[src/rtl/hazard_ctrl_pkg.sv]
// Shared types and encodings for the pipeline hazard controller.
// Used by hazard_ctrl and its fwd_sel instances.
package hazard_ctrl_pkg;

  typedef enum logic [1:0] {
    RUN  = 2'd0,
    WAIT = 2'd1,
    ERR  = 2'd2
  } state_e;

  localparam logic [1:0] FWD_RF = 2'b00;
  localparam logic [1:0] FWD_W  = 2'b01;
  localparam logic [1:0] FWD_M  = 2'b10;

  localparam logic [1:0] RESULT_LOAD = 2'b01;

  // x0 is hard-wired to zero, so it never creates a dependency.
  function automatic logic reg_match(input logic [4:0] rd, input logic [4:0] rs);
    return (rd != 5'd0) && (rd == rs);
  endfunction

endpackage

[src/rtl/hazard_ctrl_fwd_sel.sv]
// Forward-source select for one ALU operand in Execute.
// Memory stage result takes priority over Writeback.
module fwd_sel
  import hazard_ctrl_pkg::*;
(
  input  logic [4:0] rs,
  input  logic [4:0] rd_m,
  input  logic       reg_write_m,
  input  logic [4:0] rd_w,
  input  logic       reg_write_w,
  output logic [1:0] fwd
);

  always_comb begin
    fwd = FWD_RF;
    if (reg_write_m && reg_match(rd_m, rs)) begin
      fwd = FWD_M;
    end else if (reg_write_w && reg_match(rd_w, rs)) begin
      fwd = FWD_W;
    end
  end

endmodule

[src/rtl/hazard_ctrl.sv]
// Hazard unit for a 5-stage pipeline: load-use stalls, branch flushes, operand forwarding,
// data-memory wait/timeout handling and saturating stall/flush performance counters.
module hazard_ctrl
  import hazard_ctrl_pkg::*;
#(
  parameter int unsigned MEM_TIMEOUT = 15,
  parameter int unsigned CNT_W       = 16
) (
  input  logic             clk,
  input  logic             rst,
  input  logic [4:0]       Rs1D,
  input  logic [4:0]       Rs2D,
  input  logic [4:0]       Rs1E,
  input  logic [4:0]       Rs2E,
  input  logic [4:0]       RdE,
  input  logic [1:0]       ResultSrcE,
  input  logic             PCSrcE,
  input  logic [4:0]       RdM,
  input  logic [4:0]       RdW,
  input  logic             RegWriteM,
  input  logic             RegWriteW,
  input  logic             MemReqM,
  input  logic             MemReadyM,
  output logic             StallF,
  output logic             StallD,
  output logic             StallE,
  output logic             StallM,
  output logic             FlushD,
  output logic             FlushE,
  output logic             FlushW,
  output logic [1:0]       ForwardAE,
  output logic [1:0]       ForwardBE,
  output logic             MemErr,
  output logic [CNT_W-1:0] StallCount,
  output logic [CNT_W-1:0] FlushCount
);

  localparam logic [3:0] TIMEOUT_LAST = 4'(MEM_TIMEOUT - 1);

  state_e     state_q;
  logic [3:0] wait_cnt_q;

  logic       mem_stall;
  logic       lw_stall;
  logic       freeze;
  logic       br_flush;
  logic [1:0] fwd_a;
  logic [1:0] fwd_b;

  fwd_sel u_fwd_a (
    .rs          (Rs1E),
    .rd_m        (RdM),
    .reg_write_m (RegWriteM),
    .rd_w        (RdW),
    .reg_write_w (RegWriteW),
    .fwd         (fwd_a)
  );

  fwd_sel u_fwd_b (
    .rs          (Rs2E),
    .rd_m        (RdM),
    .reg_write_m (RegWriteM),
    .rd_w        (RdW),
    .reg_write_w (RegWriteW),
    .fwd         (fwd_b)
  );

  always_comb begin
    mem_stall = MemReqM & ~MemReadyM;
    lw_stall  = (ResultSrcE == RESULT_LOAD) && (reg_match(RdE, Rs1D) || reg_match(RdE, Rs2D));
    freeze    = mem_stall || (state_q == ERR);
  end

  // Priority: reset, memory freeze/error, taken branch, load-use. The cycle that
  // MemReadyM rises drops mem_stall, so normal hazards apply with no dead cycle.
  always_comb begin
    StallF   = 1'b0;
    StallD   = 1'b0;
    StallE   = 1'b0;
    StallM   = 1'b0;
    FlushD   = 1'b0;
    FlushE   = 1'b0;
    FlushW   = 1'b0;
    br_flush = 1'b0;
    if (rst) begin
      br_flush = 1'b0;
    end else if (freeze) begin
      StallF = 1'b1;
      StallD = 1'b1;
      StallE = 1'b1;
      StallM = 1'b1;
      FlushW = 1'b1;
    end else if (PCSrcE) begin
      FlushD   = 1'b1;
      FlushE   = 1'b1;
      br_flush = 1'b1;
    end else if (lw_stall) begin
      StallF = 1'b1;
      StallD = 1'b1;
      FlushE = 1'b1;
    end
  end

  always_comb begin
    ForwardAE = rst ? FWD_RF : fwd_a;
    ForwardBE = rst ? FWD_RF : fwd_b;
  end

  // wait_cnt_q counts WAIT cycles; the timeout fires on the MEM_TIMEOUT-th stalled WAIT cycle.
  always_ff @(posedge clk or posedge rst) begin
    if (rst) begin
      state_q    <= RUN;
      wait_cnt_q <= 4'd0;
      MemErr     <= 1'b0;
    end else begin
      unique case (state_q)
        RUN: begin
          wait_cnt_q <= 4'd0;
          if (mem_stall) begin
            state_q <= WAIT;
          end
        end
        WAIT: begin
          if (!mem_stall) begin
            state_q    <= RUN;
            wait_cnt_q <= 4'd0;
          end else if (wait_cnt_q == TIMEOUT_LAST) begin
            state_q <= ERR;
            MemErr  <= 1'b1;
          end else begin
            wait_cnt_q <= wait_cnt_q + 4'd1;
          end
        end
        ERR: begin
          MemErr <= 1'b1;
        end
        default: begin
          state_q    <= RUN;
          wait_cnt_q <= 4'd0;
        end
      endcase
    end
  end

  always_ff @(posedge clk or posedge rst) begin
    if (rst) begin
      StallCount <= '0;
      FlushCount <= '0;
    end else begin
      if (StallF && (StallCount != '1)) begin
        StallCount <= StallCount + 1'b1;
      end
      if (br_flush && (FlushCount != '1)) begin
        FlushCount <= FlushCount + 1'b1;
      end
    end
  end

endmodule
[config.mk]
export PLATFORM = sky130hd
export DESIGN_NAME = hazard_ctrl
export DESIGN_NICKNAME = d
export VERILOG_FILES = /design/src/rtl/hazard_ctrl_pkg.sv /design/src/rtl/hazard_ctrl_fwd_sel.sv /design/src/rtl/hazard_ctrl.sv
export SDC_FILE = /design/constraint.sdc
export NUM_CORES = 1
export LEC_CHECK = 0
export CORE_ASPECT_RATIO = 0.5
export CORE_UTILIZATION = 28
export DETAILED_ROUTE_END_ITERATION = 6
export PLACE_DENSITY = 0.63
export SETUP_SLACK_MARGIN = 0.05
export SLEW_MARGIN = 20
export SYNTH_ARGS = -nofsm -noshare
export SYNTH_HDL_FRONTEND = slang
export SYNTH_SLANG_ARGS = --single-unit
[constraint.sdc]
create_clock -name clk -period 4.3 [get_ports clk]
set_input_delay 0.86 -clock clk [delete_from_list [all_inputs] [get_ports clk]]
set_output_delay 0.86 -clock clk [all_outputs]
set_load 0.02 [all_outputs]
* After elaboration in Yosys (flattened, before gate mapping)
Index checks and enable logic that the tools add are counted.
** Word-level totals
- Register bits after elaboration :: 39
- Latch bits :: 0
- RAM bits :: 0
- ROM bits :: 0
- Memories kept :: 0
** Cells by class
- Add/sub/neg operators :: 3
- $mul :: 0
- Divide/modulo/power cells :: 0
- Magnitude comparators :: 0
- Eq/ne operators :: 17
- Shift-type cells :: 0
- Multiplexer cells :: 28
- Bitwise logic cells :: 3
- Reductions and logical operators :: 23
** Operators with widths (number)
- $add 16x1->16 const B :: 2
- $ne 16x16->1 const B :: 2
- $eq 5x5->1 :: 6
- $mux 1 :: 16
- $reduce_bool 5->1 :: 3
- $mux 2 :: 7
- $logic_and 1x1->1 :: 13
- $mux 4 :: 2
- $pmux 4 s2 :: 1
- $ne 2x2->1 const B :: 3
- $ne 3x3->1 const B :: 2
- $pmux 2 s3 :: 1
- $reduce_and 3->1 :: 2
- $add 4x1->4 const B :: 1
- $eq 2x1->1 const B :: 2
- $eq 4x4->1 const B :: 1
- $eq 2x2->1 const B :: 1
- $logic_not 2->1 :: 1
- $logic_or 1x1->1 :: 2
- $not 1->1 :: 2
- $pmux 1 s2 :: 1
- $reduce_and 2->1 :: 1
- $reduce_bool 2->1 :: 1
- $and 1x1->1 :: 1

* Depth between registers and ports, before layout
- Word-level depth :: 9
- Depth in mapped cells :: 9
- Depth with buffers taken out :: 8

* Cells and area by module
A second synthesis with hierarchy kept.
** Second synthesis, totals
- Cell total of the unflattened synthesis :: 243
- Area total of the unflattened synthesis :: 2379.8 um^2
** By module, submodules not included
- hazard_ctrl :: times used 1, cells an instance 203, area each 2077.0 um^2, seq. area each 975.9 um^2
- fwd_sel :: times used 2, cells an instance 20, area each 151.4 um^2, seq. area each 0.0 um^2

* Least setup slack after synthesis
OpenSTA, ideal clock, no wires.
- Path type :: input -> output
- Start :: input port rst
- End :: output port ForwardBE[0]
- Data arrival time :: 3.120 ns
- Required time :: 3.440 ns
- Path slack :: 0.320 ns
- Stages on the path :: 4
- Path buffers :: 0
- Path through :: inv_1 > o211ai_1 > or4_1 > nor4_1
** Between the ends
- Cells in the longest elaborated chain, start to end :: 1
** RTL lines
- from (decl) :: line hazard_ctrl.sv:10 : input logic rst,
- $mux 2 :: line hazard_ctrl.sv:106 : ForwardBE = rst ? FWD_RF : fwd_b;
- to (decl) :: line hazard_ctrl.sv:32 : output logic [1:0] ForwardBE,
Every way passes these cells.

* Worst setup path after layout
- Start :: input port RdM[1]
- End :: output port ForwardBE[0]
** Between the ends
- Cells in the longest elaborated chain, start to end :: 5
** RTL lines
- from (decl) :: line hazard_ctrl.sv:18 : input logic [4:0] RdM,
- $eq 5x5->1 or $reduce_bool 5->1 (tied branches) :: line hazard_ctrl_pkg.sv:19 : return (rd != 5'd0) && (rd == rs);
- $logic_and 1x1->1 * :: line hazard_ctrl_pkg.sv:19
- $logic_and 1x1->1 * :: line hazard_ctrl_fwd_sel.sv:16 : if (reg_write_m && reg_match(rd_m, rs)) begin
- $mux 2 * :: line hazard_ctrl_fwd_sel.sv:16
- $mux 2 * :: line hazard_ctrl.sv:106
Every way passes the cells marked *; elsewhere a longest branch is shown, timed or not.

==> run summary <==
The flow ran to the end, and the final reports show no timing, DRC or antenna violations. The hold buffer count at cts is 0. The final worst-path setup slack came out at ~0.29 ns.

Routability-driven placement finished with a final weighted congestion of 0.863. The post-DP HPWL is between 4000 and 5000 um. The highest net fanout along the worst path is 3. The clock buffer count from CTS is 5. For the final routed database, the setup TNS stands at 0 ns. The met1 global-route usage came out at 0.150. The total power per unit cell area came out at 344 mW/mm^2.

The final layout contains routed wiring with a total length of 5770 um. The library cell used most frequently in the layout, excluding fill and tap cells, is clkdlybuf4s50_1. The total count of hold-check failures in the final report is 0.

The antenna violation net count after detailed routing came out at 0. The layer flagged by global routing as most heavily used is met2. The number of different library cells in the post-synthesis netlist is 47. After detailed routing, the average wire length per cell comes to approximately 13 um. The hold-critical path depth came out at 1. Measured on the finished design, the core utilization comes to 0.432. The later pin in the worst-skew pair is clocked with a latency of approximately 0.27 ns. IR analysis of the VDD net gives a maximum drop of 0.239 mV.

Setup violations remaining at the end of the flow were counted as 0. Across all register-to-register paths, the minimum setup slack is between 2 and 2.5 ns. The floorplan has 23 rows. The cell-internal power came out at ~0.83 mW. The post-synthesis register bit count is 39. In this run the most critical hold path is launched from state_q[1]$_DFFE_PP0P_. The endpoint of the worst-slack reg-to-reg timing path is StallCount[1]$_DFFE_PP0P_. The number of gates resized after CTS came out at 0. The depth of the most critical reg-to-reg path is 6. From left edge to right edge, the die measures roughly 130 um.

The share of the Yosys chip area taken by registers is 0.415. Dividing the final minimum period by the clock period gives 0.932. The count of flip-flops with a built-in enable after synthesis came out at 0.

Across all layers, the routed design uses between 2,000 and 2,500 vias. The required time at the worst-slack endpoint came out at approximately 3.4 ns. Of the total power, the share spent switching nets is 0.307. The layout-stage area growth over the synthesis result is 48.0%. Subtracting the final worst setup slack from the clock period gives around 4.0 ns. The total number of nets in the final design is about 370.

The number of top-level pins came out at 88. The net count after synthesis came out at 280. The met3 track demand over resource came out at 0.0266. The count of input and output buffers came out at 87.

The most used flip-flop cell after synthesis is dfrtp_1. The total inserted antenna cells came out at 0. The clock tree buffer depth came out at 2. Entering global routing, the biggest net connects 32 pins. The first-pass GRT wire length came out at 9510 um. The measured slew at the worst slew-check pin is between 0.4 and 0.5 ns. The total design power came out at between 1 and 1.5 mW. The detailed router's first-iteration violation count came out at 46. In this run the mean area of a mapped cell was 10.1 um^2. The class of the tightest hold or removal check is reg2reg. Counting flops with an async set or reset pin after synthesis yields a share of 1.00. The part of the total power dissipated in the clock network is 0.296. The sequential cell fraction of total power came out at 0.404.

The final count of pins violating max slew came out at 0. In the layout the commonest cells are clkdlybuf4s50_1 (87), dfrtp_1 (39), xor2_1 (31). The via count of the first global-routing pass is 2,069.

The count of unresolved DRC violations after routing is 0. The number of detailed-routing iterations run before antenna repair came out at 5. The number of maximum-capacitance violations is 0.

The initial utilization of the core area, before any placement, comes to 0.292. The area inside the core boundary came out at between 0.008 and 0.009 mm^2. The setup fix buffers added after clock tree synthesis is 0.

The end of the worst hold path is state_q[0]$_DFFE_PP0P_. The count of synthesis-stage warnings from yosys is 0. The launching point of the worst reg2reg path is StallCount[0]$_DFFE_PP0P_.

The synthesized area is around 0.0024 mm^2. Setup repair after global routing left no endpoint under its margin. Synthesis handed over a netlist of roughly 230 instances.

The worst setup path is launched from an input port. Data arrives at the worst endpoint at ~3.2 ns. The leakage power of the design is roughly 1.4 nW.

The met2 global-route usage is 0.265. Derived from the worst setup path, the maximum achievable clock frequency is 250 MHz. Prior to clock tree synthesis, the placed netlist has a worst setup slack of ~0.27 ns. TritonCTS built the clock tree. The residual overflow from global routing is 0. The number of levels in the clock H-tree is 2. STA classifies the critical path endpoint as an output port. The worst max-slew margin expressed relative to the limit came out at 0.701.

The maximum clock skew at final layout is roughly 0.0067 ns. The clock transition time at the flip-flop clock pins of the worst setup and hold paths is 0.06 ns. For this design, the sink count on the clock tree is 39.

The area of the die is 0.00879 mm^2. The cell sitting at the root of the clock tree is a clkbuf_16. The total global routing track utilization came out at 0.135.

The net switching power came out at 0.367 mW. The critical path in this run is classified as in2out. In the final layout, the share of cells above drive strength 1 is 0.0867. The via count normalized by instance count came out at about 4.6. The number of antenna violations at the first check in global routing is 0. Of the total power, combinational logic draws 0.300. The die outline height came out at roughly 67 um.
[routing by layer]
layer  routed length, um  vias to the layer above
met5                   0                        -
met4                  74                        0
met3                 172                        8
met2                3020                       29
met1                2500                      992
li1                    -                      991
[layout make-up]
type	instances	area, um^2
inverter	7	26.3
clock inverter	1	5.00
clock buffer	6	139
timing repair buffer	91	901
sequential	39	976
fill	801	4580
tap	112	140
multi-input combinational	179	1290
[flip-flops by register name (all words and copies together) (netlist names)]
| register | cells |
|---|---|
| FlushCount | 16 |
| MemErr | 1 |
| StallCount | 16 |
| state_q | 2 |
| wait_cnt_q | 4 |
[synthesized netlist by cell type (2+ instances only)]
cell       n  area, um^2
o22a_1     2        17.5
o21ai_0    2        10.0
dfrtp_1   39         976
nand4_1    7        43.8
or4_1      4        30.0
xor2_1    31         272
nand2_1   17        63.8
nand2b_1   3        18.8
and3_1     7        43.8
a21oi_1    2        10.0
nor3_2     6        60.1
nor3_1     8        40.0
ha_1       4        50.1
inv_1      7        26.3
nor4_1     4        25.0
buf_4      3        22.5
nor3b_1    3        22.5
xnor2_1   28         245
nand3_1   16        80.1
and4_1     3        26.3
nor2_1    10        37.5
[power groups by stage]
stage,registers [mW],clock network (mW),logic [mW]
final,0.483,0.354,0.358
after global routing,0.492,0.380,0.387
after CTS,0.484,0.366,0.365
after detailed placement,0.490,0,0.363
after global placement,0.488,0,0.358
after floorplan,0.531,0,0.129
[worst max-delay path, cell delays in order]
cell and delay, ns:
clkdlybuf4s50_1 0.46, or4_1 0.52, o21ai_0 0.23, nor3_1 0.09
nor4_1 0.32, clkdlybuf4s50_1 0.66
[worst max-delay path by stage]
| stage | startpoint | endpoint | cells after the start |
|---|---|---|---|
| 6_report | RdM[1] | ForwardBE[0] | 6 |
| 3_5_place_dp | RdM[1] | ForwardBE[0] | 6 |
| 4_1_cts | RdM[1] | ForwardBE[0] | 6 |
| 2_1_floorplan | rst | ForwardBE[0] | 4 |
| 5_1_grt | RdM[1] | ForwardBE[0] | 6 |
| 3_3_place_gp | RdM[0] | ForwardBE[0] | 6 |
[cells by family (layout without fill, tap and decap cells)]
| group | Yosys count | count (layout) | synth area share |
|---|---|---|---|
| XOR/XNOR | 59 | 59 | 0.220 |
| multiplexers | 2 | 2 | 0.0112 |
| AND/OR/NAND/NOR | 98 | 98 | 0.247 |
| adder cells (fa/ha/maj) | 4 | 4 | 0.0213 |
| buffers and inverters | 14 | 105 | 0.0351 |
| flip-flops | 39 | 39 | 0.415 |
| AO/OA/AOI/OAI | 16 | 16 | 0.0511 |
[through the flow]
stage                     cells  area, um^2  hold slack, ns
after global placement      428        3340           0.452
final                       435        3480           0.466
after detailed placement    428        3340           0.465
after floorplan             232        2350           0.443
after CTS                   435        3480           0.472
after global routing        435        3480           0.506
Note: power is estimated with default switching activity, not from simulation.
